==> src/rtl/cascade_counter_pkg.sv <==
// Shared types and helpers for the cascaded modulo counter.
// Every file of the counter imports this package.
package counter_pkg;

   typedef enum logic {CNT_WRAP, CNT_HOLD} cnt_mode_e;

   // A digit's terminal value is RADIX-1 when counting up and 0 when counting down.
   function automatic int unsigned term_value(input int unsigned radix, input logic up);
      return up ? radix - 1 : 0;
   endfunction

endpackage

==> src/rtl/cascade_counter_if.sv <==
// Control and status bundle between a driver and the cascaded counter.
// The count value is packed with digit i in bits [i*DW +: DW].
interface cascade_counter_if #(
   parameter int RADIX  = 10,
   parameter int DIGITS = 2
);
   localparam int DW = $clog2(RADIX);

   logic                    Load;
   logic                    Enable;
   logic                    Up;
   counter_pkg::cnt_mode_e  Mode;
   logic [DIGITS*DW-1:0]    P;
   logic [DIGITS*DW-1:0]    Q;
   logic                    TC;
   logic                    Wrap;
   logic                    Sat;
   logic                    LoadErr;

   modport master (
      output Load, Enable, Up, Mode, P,
      input  Q, TC, Wrap, Sat, LoadErr
   );

   modport slave (
      input  Load, Enable, Up, Mode, P,
      output Q, TC, Wrap, Sat, LoadErr
   );
endinterface

==> src/rtl/cascade_counter_digit.sv <==
// One modulo-RADIX digit of the chain; steps when its carry-in is high
// unless the whole chain is frozen in saturate mode.
module counter_digit
   import counter_pkg::*;
#(
   parameter  int RADIX = 10,
   localparam int DW    = $clog2(RADIX)
) (
   input  logic          CLK,
   input  logic          MR,
   input  logic          Load,
   input  logic [DW-1:0] P,
   input  logic          Enable,
   input  logic          Up,
   input  logic          Freeze,
   output logic [DW-1:0] Q,
   output logic          Term
);

   localparam logic [DW-1:0] TOP = DW'(RADIX - 1);

   assign Term = (Q == DW'(term_value(RADIX, Up)));

   always_ff @(posedge CLK or posedge MR) begin
      if (MR) begin
         Q <= '0;
      end else if (Load) begin
         Q <= P;
      end else if (Enable && !Freeze) begin
         if (Up) begin
            Q <= (Q == TOP) ? '0 : Q + DW'(1);
         end else begin
            Q <= (Q == '0) ? TOP : Q - DW'(1);
         end
      end
   end

endmodule

==> src/rtl/cascade_counter.sv <==
// Multi-digit modulo counter: ripple carry chain across digits, load clamping,
// wrap/saturate handling and the Wrap/Sat/LoadErr status registers.
module cascade_counter
   import counter_pkg::*;
#(
   parameter int RADIX  = 10,
   parameter int DIGITS = 2
) (
   input  logic               CLK,
   input  logic               MR,
   cascade_counter_if.slave   bus
);

   localparam int DW = $clog2(RADIX);

   logic [DIGITS-1:0]    carry;
   logic [DIGITS-1:0]    term;
   logic [DIGITS-1:0]    fieldErr;
   logic [DIGITS*DW-1:0] pClamped;
   logic [DIGITS*DW-1:0] q;
   logic                 tc;
   logic                 freeze;
   logic                 wrapReg;
   logic                 satReg;
   logic                 loadErrReg;

   // Digit i steps only when every lower digit sits at its terminal value.
   always_comb begin
      carry    = '0;
      carry[0] = bus.Enable;
      for (int i = 1; i < DIGITS; i++) begin
         carry[i] = carry[i-1] & term[i-1];
      end
   end

   assign tc     = &term;
   assign freeze = tc && (bus.Mode == CNT_HOLD);

   for (genvar i = 0; i < DIGITS; i++) begin : g_digit
      // Widen by one bit so the comparison stays meaningful when RADIX is a power of two.
      assign fieldErr[i] = {1'b0, bus.P[i*DW +: DW]} >= (DW+1)'(RADIX);
      assign pClamped[i*DW +: DW] = fieldErr[i] ? DW'(RADIX - 1) : bus.P[i*DW +: DW];

      counter_digit #(.RADIX(RADIX)) u_digit (
         .CLK    (CLK),
         .MR     (MR),
         .Load   (bus.Load),
         .P      (pClamped[i*DW +: DW]),
         .Enable (carry[i]),
         .Up     (bus.Up),
         .Freeze (freeze),
         .Q      (q[i*DW +: DW]),
         .Term   (term[i])
      );
   end

   always_ff @(posedge CLK or posedge MR) begin
      if (MR) begin
         wrapReg    <= 1'b0;
         satReg     <= 1'b0;
         loadErrReg <= 1'b0;
      end else if (bus.Load) begin
         wrapReg    <= 1'b0;
         satReg     <= 1'b0;
         loadErrReg <= |fieldErr;
      end else if (bus.Enable) begin
         wrapReg    <= tc && (bus.Mode == CNT_WRAP);
         satReg     <= satReg | freeze;
         loadErrReg <= 1'b0;
      end else begin
         wrapReg    <= 1'b0;
         loadErrReg <= 1'b0;
      end
   end

   assign bus.Q       = q;
   assign bus.TC      = tc;
   assign bus.Wrap    = wrapReg;
   assign bus.Sat     = satReg;
   assign bus.LoadErr = loadErrReg;

endmodule

==> src/flat_wrapper.sv <==
// flat-port wrapper written by rule: the top's interface ports become plain ports
module cascade_counter_flat import counter_pkg::*;
#(
   parameter int RADIX  = 10,
   parameter int DIGITS = 2
)
  (CLK, MR, bus_Load, bus_Enable, bus_Up, bus_Mode, bus_P, bus_Q, bus_TC, bus_Wrap, bus_Sat, bus_LoadErr);
  cascade_counter_if #(.RADIX(RADIX), .DIGITS(DIGITS)) bus_i ();
  input  logic CLK;
  input  logic MR;
  input wire logic [$bits(bus_i.Load)-1:0] bus_Load;
  input wire logic [$bits(bus_i.Enable)-1:0] bus_Enable;
  input wire logic [$bits(bus_i.Up)-1:0] bus_Up;
  input wire logic [$bits(bus_i.Mode)-1:0] bus_Mode;
  input wire logic [$bits(bus_i.P)-1:0] bus_P;
  output wire logic [$bits(bus_i.Q)-1:0] bus_Q;
  output wire logic [$bits(bus_i.TC)-1:0] bus_TC;
  output wire logic [$bits(bus_i.Wrap)-1:0] bus_Wrap;
  output wire logic [$bits(bus_i.Sat)-1:0] bus_Sat;
  output wire logic [$bits(bus_i.LoadErr)-1:0] bus_LoadErr;
  assign bus_i.Load = bus_Load;
  assign bus_i.Enable = bus_Enable;
  assign bus_i.Up = bus_Up;
  assign bus_i.Mode = bus_Mode;
  assign bus_i.P = bus_P;
  assign bus_Q = bus_i.Q;
  assign bus_TC = bus_i.TC;
  assign bus_Wrap = bus_i.Wrap;
  assign bus_Sat = bus_i.Sat;
  assign bus_LoadErr = bus_i.LoadErr;
  cascade_counter #(.RADIX(RADIX), .DIGITS(DIGITS)) u_core (.CLK(CLK), .MR(MR), .bus(bus_i));
endmodule
==> config.mk <==
export PLATFORM = sky130hd
export DESIGN_NAME = cascade_counter_flat
export DESIGN_NICKNAME = d
export VERILOG_FILES = /design/src/rtl/cascade_counter_pkg.sv /design/src/rtl/cascade_counter_if.sv /design/src/rtl/cascade_counter_digit.sv /design/src/rtl/cascade_counter.sv /design/src/flat_wrapper.sv
export SDC_FILE = /design/constraint.sdc
export NUM_CORES = 1
export LEC_CHECK = 0
export CORE_AREA = 5 5 57 59
export CTS_CLUSTER_SIZE = 40
export DETAILED_ROUTE_END_ITERATION = 10
export DIE_AREA = 0 0 62 64
export GPL_TIMING_DRIVEN = 0
export PLACE_DENSITY = 0.7
export RECOVER_POWER = 50
export SKIP_LAST_GASP = 1
export SLEW_MARGIN = 10
export SYNTH_ARGS = -nofsm -noshare
export SYNTH_HDL_FRONTEND = slang
export SYNTH_HIERARCHICAL = 1
export SYNTH_SLANG_ARGS = --single-unit
==> constraint.sdc <==
create_clock -name CLK -period 2.95 [get_ports CLK]
set_input_delay 0.4425 -clock CLK [delete_from_list [all_inputs] [get_ports CLK]]
set_output_delay 0.4425 -clock CLK [all_outputs]
set_load 0.005 [all_outputs]
; ---- Word level (Yosys, flattened, before mapping)
; Index checks and enable logic that the tools add are counted.
[word_totals]
wordCells = 48
register_bits = 11
input_bits = 14
out_inout_bits = 12
[op_classes]
addsub = 4
eq_ne = 4
magnitude_cmp = 2
muxes = 18
bitwise_logic = 3
reduce_logical = 12
[op_table]
columns = operator, count
row1 = $mux W4, 13
row2 = $add A4 B1 Y4 const B, 2
row3 = $eq A4 B4 Y1, 2
row4 = $eq A4 B4 Y1 const B, 2
row5 = $ge A4 B4 Y1 const B, 2
row6 = $logic_not A4 Y1, 2
row7 = $sub A4 B1 Y4 const B, 2
row8 = $reduce_bool A2 Y1, 3
row9 = $mux W1, 5
row10 = $logic_and A1 B1 Y1, 4
row11 = $reduce_and A2 Y1, 1
row12 = $reduce_or A2 Y1, 1
row13 = $and A1 B1 Y1, 1
row14 = $logic_not A1 Y1, 1
row15 = $not A1 Y1, 1
row16 = $or A1 B1 Y1, 1

; ---- Logic depth before layout (Yosys ltp)
; Gate-level depths: netlist (run 1).
[depth]
word_depth = 8
mapped_depth = 9
mapped_depth_nobuf = 8

; ---- Cells and area by module
; The synthesis (run 1) kept the hierarchy.
[modules_own_cells]
columns = mod, instances, cells_per_inst, seq_area_each_um2, area_each_um2
row1 = counter_digit, 2, 44, 100.1, 345.3
row2 = cascade_counter, 1, 22, 75.1, 188.9

; ---- Least setup slack after synthesis (run 1)
; Ideal clock, no wire load.
[synth_path]
path_kind = register -> register
startpoint = reg u_core.g_digit[1].u_digit.Q[0]
endpoint = reg u_core.g_digit[0].u_digit.Q[1]
t_required_ns = 2.873
n_path_buf = 1
t_arrival_ns = 1.924
period_less_slack_ns = 2.002
setup_slack_ns = 0.948
stages_incl_launch_ff = 10
setup_time_ns = 0.077
cell_sequence = dfrtp_1 -> buf_4 -> and2_2 -> a21oi_1 -> nor3_1 -> and3_2 -> and2b_4 -> o21ai_0 -> or3_1 -> a21oi_1
[synth_between]
elab_chain_len = 6
[synth_rtl]
columns = item, line
row1 = "start, declared", cascade_counter_digit.sv:16  ; output logic [DW-1:0] Q,
row2 = "start signal, assigned", cascade_counter_digit.sv:31  ; Q <= (Q == TOP) ? '0 : Q + DW'(1);
row3 = "start signal, assigned", cascade_counter_digit.sv:33  ; Q <= (Q == '0) ? TOP : Q - DW'(1);
row4 = $eq A4 B4 Y1, cascade_counter_digit.sv:22  ; assign Term = (Q == DW'(term_value(RADIX, Up)));
row5 = named net u_core.term[1], cascade_counter.sv:17  ; logic [DIGITS-1:0] term;
row6 = $reduce_and A2 Y1, cascade_counter.sv:36  ; assign tc = &term;
row7 = $logic_and A1 B1 Y1, cascade_counter.sv:37  ; assign freeze = tc && (bus.Mode == CNT_HOLD);
row8 = named net u_core.freeze, cascade_counter.sv:22  ; logic freeze;
row9 = $logic_not A1 Y1, cascade_counter_digit.sv:29  ; end else if (Enable && !Freeze) begin
row10 = $logic_and A1 B1 Y1, cascade_counter_digit.sv:29
row11 = $reduce_bool A2 Y1 (no source line), --
row12 = "end signal, assigned", cascade_counter_digit.sv:31
row13 = "end signal, assigned", cascade_counter_digit.sv:33
row14 = "end, declared", cascade_counter_digit.sv:16
; The timed path passes the listed nets, and every way through them passes these cells.
; A chain may end at the register's enable or synchronous reset.

; ---- Worst setup path in the final report (run 1)
[layout_path]
startpoint = in bus_Up
endpoint = out bus_TC
[layout_between]
elab_chain_len = 3
[layout_rtl]
columns = item, line
row1 = "start, declared", flat_wrapper.sv:13  ; input wire logic [$bits(bus_i.Up)-1:0] bus_Up;
row2 = $mux W4, cascade_counter_pkg.sv:9  ; return up ? radix - 1 : 0;
row3 = $eq A4 B4 Y1, cascade_counter_digit.sv:22
row4 = named net u_core.term[0], cascade_counter.sv:17
row5 = $reduce_and A2 Y1, cascade_counter.sv:36
row6 = "end, declared", flat_wrapper.sv:17  ; output wire logic [$bits(bus_i.TC)-1:0] bus_TC;
; The timed path passes the listed nets, and every way through them passes these cells.

==> results.toml, run 1 <==
[logic_synthesis]
synth_top_family_by_area = "simple AND/OR/NAND/NOR gates"
synth_area_um2 = 880
synth_mux_area_share_pct = 0
synth-simple-area-share_pct = 32.0
synth_compound_area_share_pct = 23.8
synth_xor_xnor_area_share_pct = 3.98
ys_types = 31
synth_cells = 110
yosysWarnings = 6
synth_fa_ha_area_share_pct = 0
ys_ff_latch = 11
syn-mean-instance-area_um2 = 8.00
synth-seq-area-share_pct = 31.3
syn-num-nets = 124

[outcome]
outcome = "finished, final reports clean"

[power_and_ir_drop]
p_seq_share_pct = 40.3
power.clock.fraction_pct = 24.2
power.density_mw_per_mm2 = 380
p_sw_share_pct = 33.9
intPower_w = 0.000300
total_leakage_power_nw = 0.511
p_sw_w = 0.000154
comb_power_share_pct = 35.5
finalPower_w = 0.000454
ir_drop_mv = 0.188

[timing]
finalSetupViolCount = 0
max_slew_margin_pct = 53.9
slew_violations = 0
fin_skew_ns = 0.00112
setup_tns_ns = 0
max_freq_ghz = 0.371
tightest_slew_ns = 0.689
finalCritPeriodShare_pct = 91.4
hold_viol_final = 0
rsz0062_at_grt = "no"
post-route-min-period_ns = 2.70

[routing]
drt-wirelength-per-cell_um = 13.1
drc = 0
routed_wl_um = 2220
vias = 905
antenna_left = 0
dr.pass1.iters = 4
routed_via_density = 5.32
drt_iter0_drc = 32

[min_path]
hold_end = "u_core/bus.Sat"
hold_path_class = "reg -> reg"
hold_path_depth = 2
worstHoldStart = "u_core/bus.Sat"

[die]
die_h_um = 64
core.rowCount = 19
fp.dieArea_mm2 = 0.00397
die_w_um = 62
initial_core_util_pct = 33.0
core_mm2 = 0.00266
num_io_pins = 26

[grt]
grt_max_degree = 20
grt_usage_pct = 12.6
overflow = 0
antenna_found_initial = 0
grt_pass1_vias = 855
grt_pass1_wl_um = 3850

[place]
place_congestion = 0.864
place.port_buffers = 25
dpl.hpwl_um = 1670

[critical_path]
required_ns = 2.51
cp-start-kind = "primary input"
timing.rr.start = "u_core/g_digit[0].u_digit/Q[0]"
critical_path_peak_fanout = 14
criticalPathCategory = "in -> out"
crit_arrival_ns = 2.26
regToRegSetupSlack_ns = 0.75
worstReg2RegEnd = "u_core/g_digit[1].u_digit/Q[1]"
end_kind = "primary output"
ff2ff_path_depth = 9

[clock_network]
clockRootBuffer = "clkbuf_4"
clk_pin_slew_ns = 0.08
post_cts_buffers = 0
clock_latency_ns = 0.28
cts-resized-gates = 1
clock_sinks = 11
cts_max_level = 1
cts_made_buffers = 3
cts_tree = "built"
cts_hold_buf = 0
cts_buffer_depth = 2

[run]
maxCapViolCount = 0

[layout]
area_growth_pct = 35.8
drive_above_1_share_pct = 13.7
antennaDiodeCount = 0
fin_nets = 154
fill_cells = 272
-- power by group through the flow --
stage	registers, W	logic [W]	clock network (W)
after floorplan	0.000184	0.0000912	0
after global placement	0.000185	0.000158	0
after detailed placement	0.000186	0.000162	0
after CTS	0.000183	0.000162	0.000115
after global routing	0.000186	0.000178	0.000123
final	0.000183	0.000161	0.000110
-- layer usage --
| metal | vias to the layer above | global-route usage [%] | share of wire, % |
|---|---|---|---|
| li1 | 446 | - | - |
| met4 | 0 | 6.37 | 2.2 |
| met3 | 5 | 1.81 | 3.6 |
| met5 | - | 0 | 0 |
| met2 | 25 | 20.2 | 48 |
| met1 | 429 | 16.1 | 46 |
-- worst max-delay path by stage --
stage | startpoint | slack (ns) | cells after the start | endpoint
final | bus_Up | 0.25 | 6 | bus_TC
after global routing | bus_Up | 0.15 | 6 | bus_TC
after CTS | bus_Up | 0.25 | 6 | bus_TC
after floorplan | u_core/g_digit[1].u_digit/Q[0] | 0.95 | 9 | u_core/g_digit[0].u_digit/Q[1]
after global placement | bus_Up | 0.01 | 6 | bus_TC
after detailed placement | bus_Up | -0.01 | 6 | bus_TC
-- synth_stat cells, drive strengths merged --
cell	count	share of area [%]
a21oi	14	8.0
dfrtp	11	31
nand2	10	4.3
o21ai	10	5.7
inv	9	3.8
nor2	6	2.6
nor2b	5	3.6
and2	4	3.6
buf	4	4.3
nor3	4	2.3
and2b	3	3.1
a22o	2	2.0
a31oi	2	1.4
a32oi	2	2.0
and3	2	1.6
clkbuf	2	0.85
nand2b	2	1.4
nand3	2	1.1
nor4	2	2.8
o31ai	2	2.8
or3	2	1.4
or3b	2	2.0
or4b	2	2.3
xnor2	2	2.0
xor2	2	2.0
a21boi	1	0.85
a41oi	1	1.0
-- worst max-delay path: stages --
cell	delay, ns
dlygate4sd2_1	0.50
and2_2	0.25
a21oi_1	0.07
nor3_1	0.29
and2_4	0.21
clkdlybuf4s50_1	0.49
-- layout by cell type (no fill, tap or decap), types with 3 or more instances in the layout --
cell type        instances
dlygate4sd3_1            7
clkbuf_4                 3
nor2_1                   6
a21oi_1                 14
clkdlybuf4s50_1         17
nor3_1                   4
and2_2                   3
inv_1                    9
dfrtp_1                 11
nor2b_1                  5
nand2_1                 10
o21ai_0                 10
-- layout make-up --
cell class | count | area [um^2] | share of cell area, %
Clock buffer | 3 | 22.5 | 1.88
Buffer | 6 | 45.0 | 3.77
Multi-Input combinational cell | 84 | 526 | 44.0
Sequential cell | 11 | 275 | 23.0
Tap cell | 31 | 38.8 | 3.25
Clock inverter | 1 | 5.00 | 0.419
Inverter | 9 | 33.8 | 2.83
Timing Repair Buffer | 25 | 249 | 20.8
-- state kept, by name, summed over array words and instances (netlist names) --
| name | count |
|---|---|
| u_core/bus.LoadErr | 1 |
| u_core/bus.Sat | 1 |
| u_core/bus.Wrap | 1 |
| u_core/g_digit.u_digit/Q | 8 |
-- kinds of logic (layout without fill, tap and decap cells) --
family / Yosys count / count (layout)
AND/OR/NAND/NOR: 46 / 46
AO/OA/AOI/OAI: 34 / 34
buffers and inverters: 15 / 44
flip-flops: 11 / 11
XOR/XNOR: 4 / 4
-- stage by stage --
stage	instance area (um^2)	setup slack, ns	hold WS [ns]	instances	util [%]
after floorplan	880	0.948	0.196	110	-
after global placement	1170	0.0123	0.478	166	43.9
after detailed placement	1170	-0.0124	0.499	166	43.9
after CTS	1190	0.251	0.398	170	44.9
after global routing	1190	0.152	0.529	170	44.9
final	1190	0.252	0.501	170	44.9
Power figures use the tool's default switching activity.
==> run 2, diff against run 1 <==
==> constraint.sdc (replaced) <==
create_clock -name CLK -period 3.5 [get_ports CLK]
set_input_delay 0.525 -clock CLK [delete_from_list [all_inputs] [get_ports CLK]]
set_output_delay 0.525 -clock CLK [all_outputs]
set_load 0.005 [all_outputs]
==> results.toml, run 2 (synthesis results as in run 1) <==
[min_path]
hold_path_depth = 2
hold_path_class = "reg -> reg"

[clock_network]
cts_hold_buf = 0
cts_buffer_depth = 2
clock_latency_ns = 0.28
clock_sinks = 11
clockRootBuffer = "clkbuf_4"
post_cts_buffers = 0
cts_tree = "built"
clk_pin_slew_ns = 0.08
cts-resized-gates = 0
cts_made_buffers = 3
cts_max_level = 1

[die]
die_h_um = 64
die_w_um = 62
initial_core_util_pct = 33.0
core.rowCount = 19
core_mm2 = 0.00266
fp.dieArea_mm2 = 0.00397
num_io_pins = 26

[layout]
regMostFlops = "u_core/g_digit.u_digit/Q"
final_common_cell = "clkdlybuf4s50_1"
final_core_util_pct = 44.9
area_growth_pct = 36.0
antennaDiodeCount = 0
register_area_um2 = 275
fin_nets = 154
fill_cells = 271
drive_above_1_share_pct = 13.7
post_layout_nonfiller_instances = 170
layout_common_cells = "clkdlybuf4s50_1, a21oi_1, dfrtp_1, o21ai_0, nand2_1"
multi_input_area_um2 = 526
largest_reg_flops = 8

[grt]
overflow = 0
grt_usage_pct = 12.6
grt_pass1_wl_um = 3850
grt_pass1_vias = 855
grt_max_degree = 20
antenna_found_initial = 0

[run]
maxCapViolCount = 0

[timing]
tightest_slew_ns = 0.686
finalSetupViolCount = 0
hold_viol_final = 0
fin_skew_ns = 0.00121
max_freq_ghz = 0.318
finalCritPeriodShare_pct = 89.8
post-route-min-period_ns = 3.14
slew_violations = 0
max_slew_margin_pct = 54.1
rsz0062_at_grt = "no"
setup_tns_ns = 0

[critical_path]
end_kind = "primary output"
cp.depth = 6
ff2ff_path_depth = 9
criticalPathCategory = "in -> out"
cp_slowest_cell = "clkdlybuf4s50_1"
worstPathBufferInverterCount = 2
cpLargestDelayFamily = "buffers and inverters"
critical_path_peak_fanout = 14
cp_cell_sequence = "clkdlybuf4s50_1 -> and2_2 -> a21oi_1 -> nor3_1 -> and2_4 -> clkdlybuf4s50_1"
crit_path_max_incr_delay_ns = 0.77
cp-start-kind = "primary input"
cpMostUsedCell = "clkdlybuf4s50_1"
crit_arrival_ns = 2.62
required_ns = 2.97

[routing]
drc = 0
wl_met2_um = 1060
routed_via_density = 5.32
vias = 904
route.top_layer_used = "met4"
antenna_left = 0
dr.pass1.iters = 4
wl_met1_um = 994
routed_wl_um = 2210
wl_met3_um = 112
drt_iter0_drc = 32
drt-wirelength-per-cell_um = 13.0

[outcome]
outcome = "finished, final reports clean"

[place]
place.port_buffers = 25
post-place-cells = 166
dpl.hpwl_um = 1670
place_congestion = 0.864

[power_and_ir_drop]
ir_drop_mv = 0.159
total_leakage_power_nw = 0.510
power.density_mw_per_mm2 = 320
==> run 2: cell types whose count changed in the layout (fill, tap and decap cells not counted), sizes merged <==
cell	delta
clkdlybuf4s50	+1
dlygate4sd2	-1
==> run 2: final timing paths <==
kind	from	end	slack, ns
worst max-delay path	bus_Up	bus_TC	0.36
worst min-delay path	u_core/bus.Sat	u_core/bus.Sat	0.50
worst max register to register	u_core/g_digit[0].u_digit/Q[0]	u_core/g_digit[1].u_digit/Q[1]	1.30
worst min register to register	u_core/bus.Sat	u_core/bus.Sat	0.50
max in group asynchronous	MR	u_core/g_digit[1].u_digit/Q[0]	2.73
min in group asynchronous	MR	u_core/bus.LoadErr	0.61
==> run 2: routing by layer <==
layer,vias to the layer above,GRT usage (%)
li1,446,-
met1,424,16.1
met2,29,20.2
met3,5,1.81
met4,0,6.37
met5,-,0
==> run 2: layout make-up <==
class / instances / area share [%]
tap: 31 / 3.24
buffer: 6 / 3.77
inverter: 9 / 2.82
clock buffer: 3 / 1.88
clock inverter: 1 / 0.418
multi-input combinational: 84 / 43.9
timing repair buffer: 25 / 20.9
sequential: 11 / 23.0
==> run 2: metrics by stage <==
stage                     power (W)  worst slack [ns]  hold WS, ns  cell area (um^2)
after global placement     0.000289             0.397        0.478              1170
after global routing       0.000411             0.266        0.553              1200
final                      0.000383             0.358        0.502              1200
after detailed placement   0.000293             0.373        0.499              1170
after CTS                  0.000389             0.364        0.481              1200
after floorplan            0.000232              1.50        0.279               880
==> run 2: power by group <==
part           internal (W)  switching, W
clock             0.0000424     0.0000504
combinational     0.0000727     0.0000635
sequential         0.000138     0.0000158
total              0.000253      0.000130
==> run 2: worst min-delay path: stages, from the launching register on <==
cell and delay [ns]:
dfrtp_1 0.35, a41oi_1 0.05, nor2_1 0.07
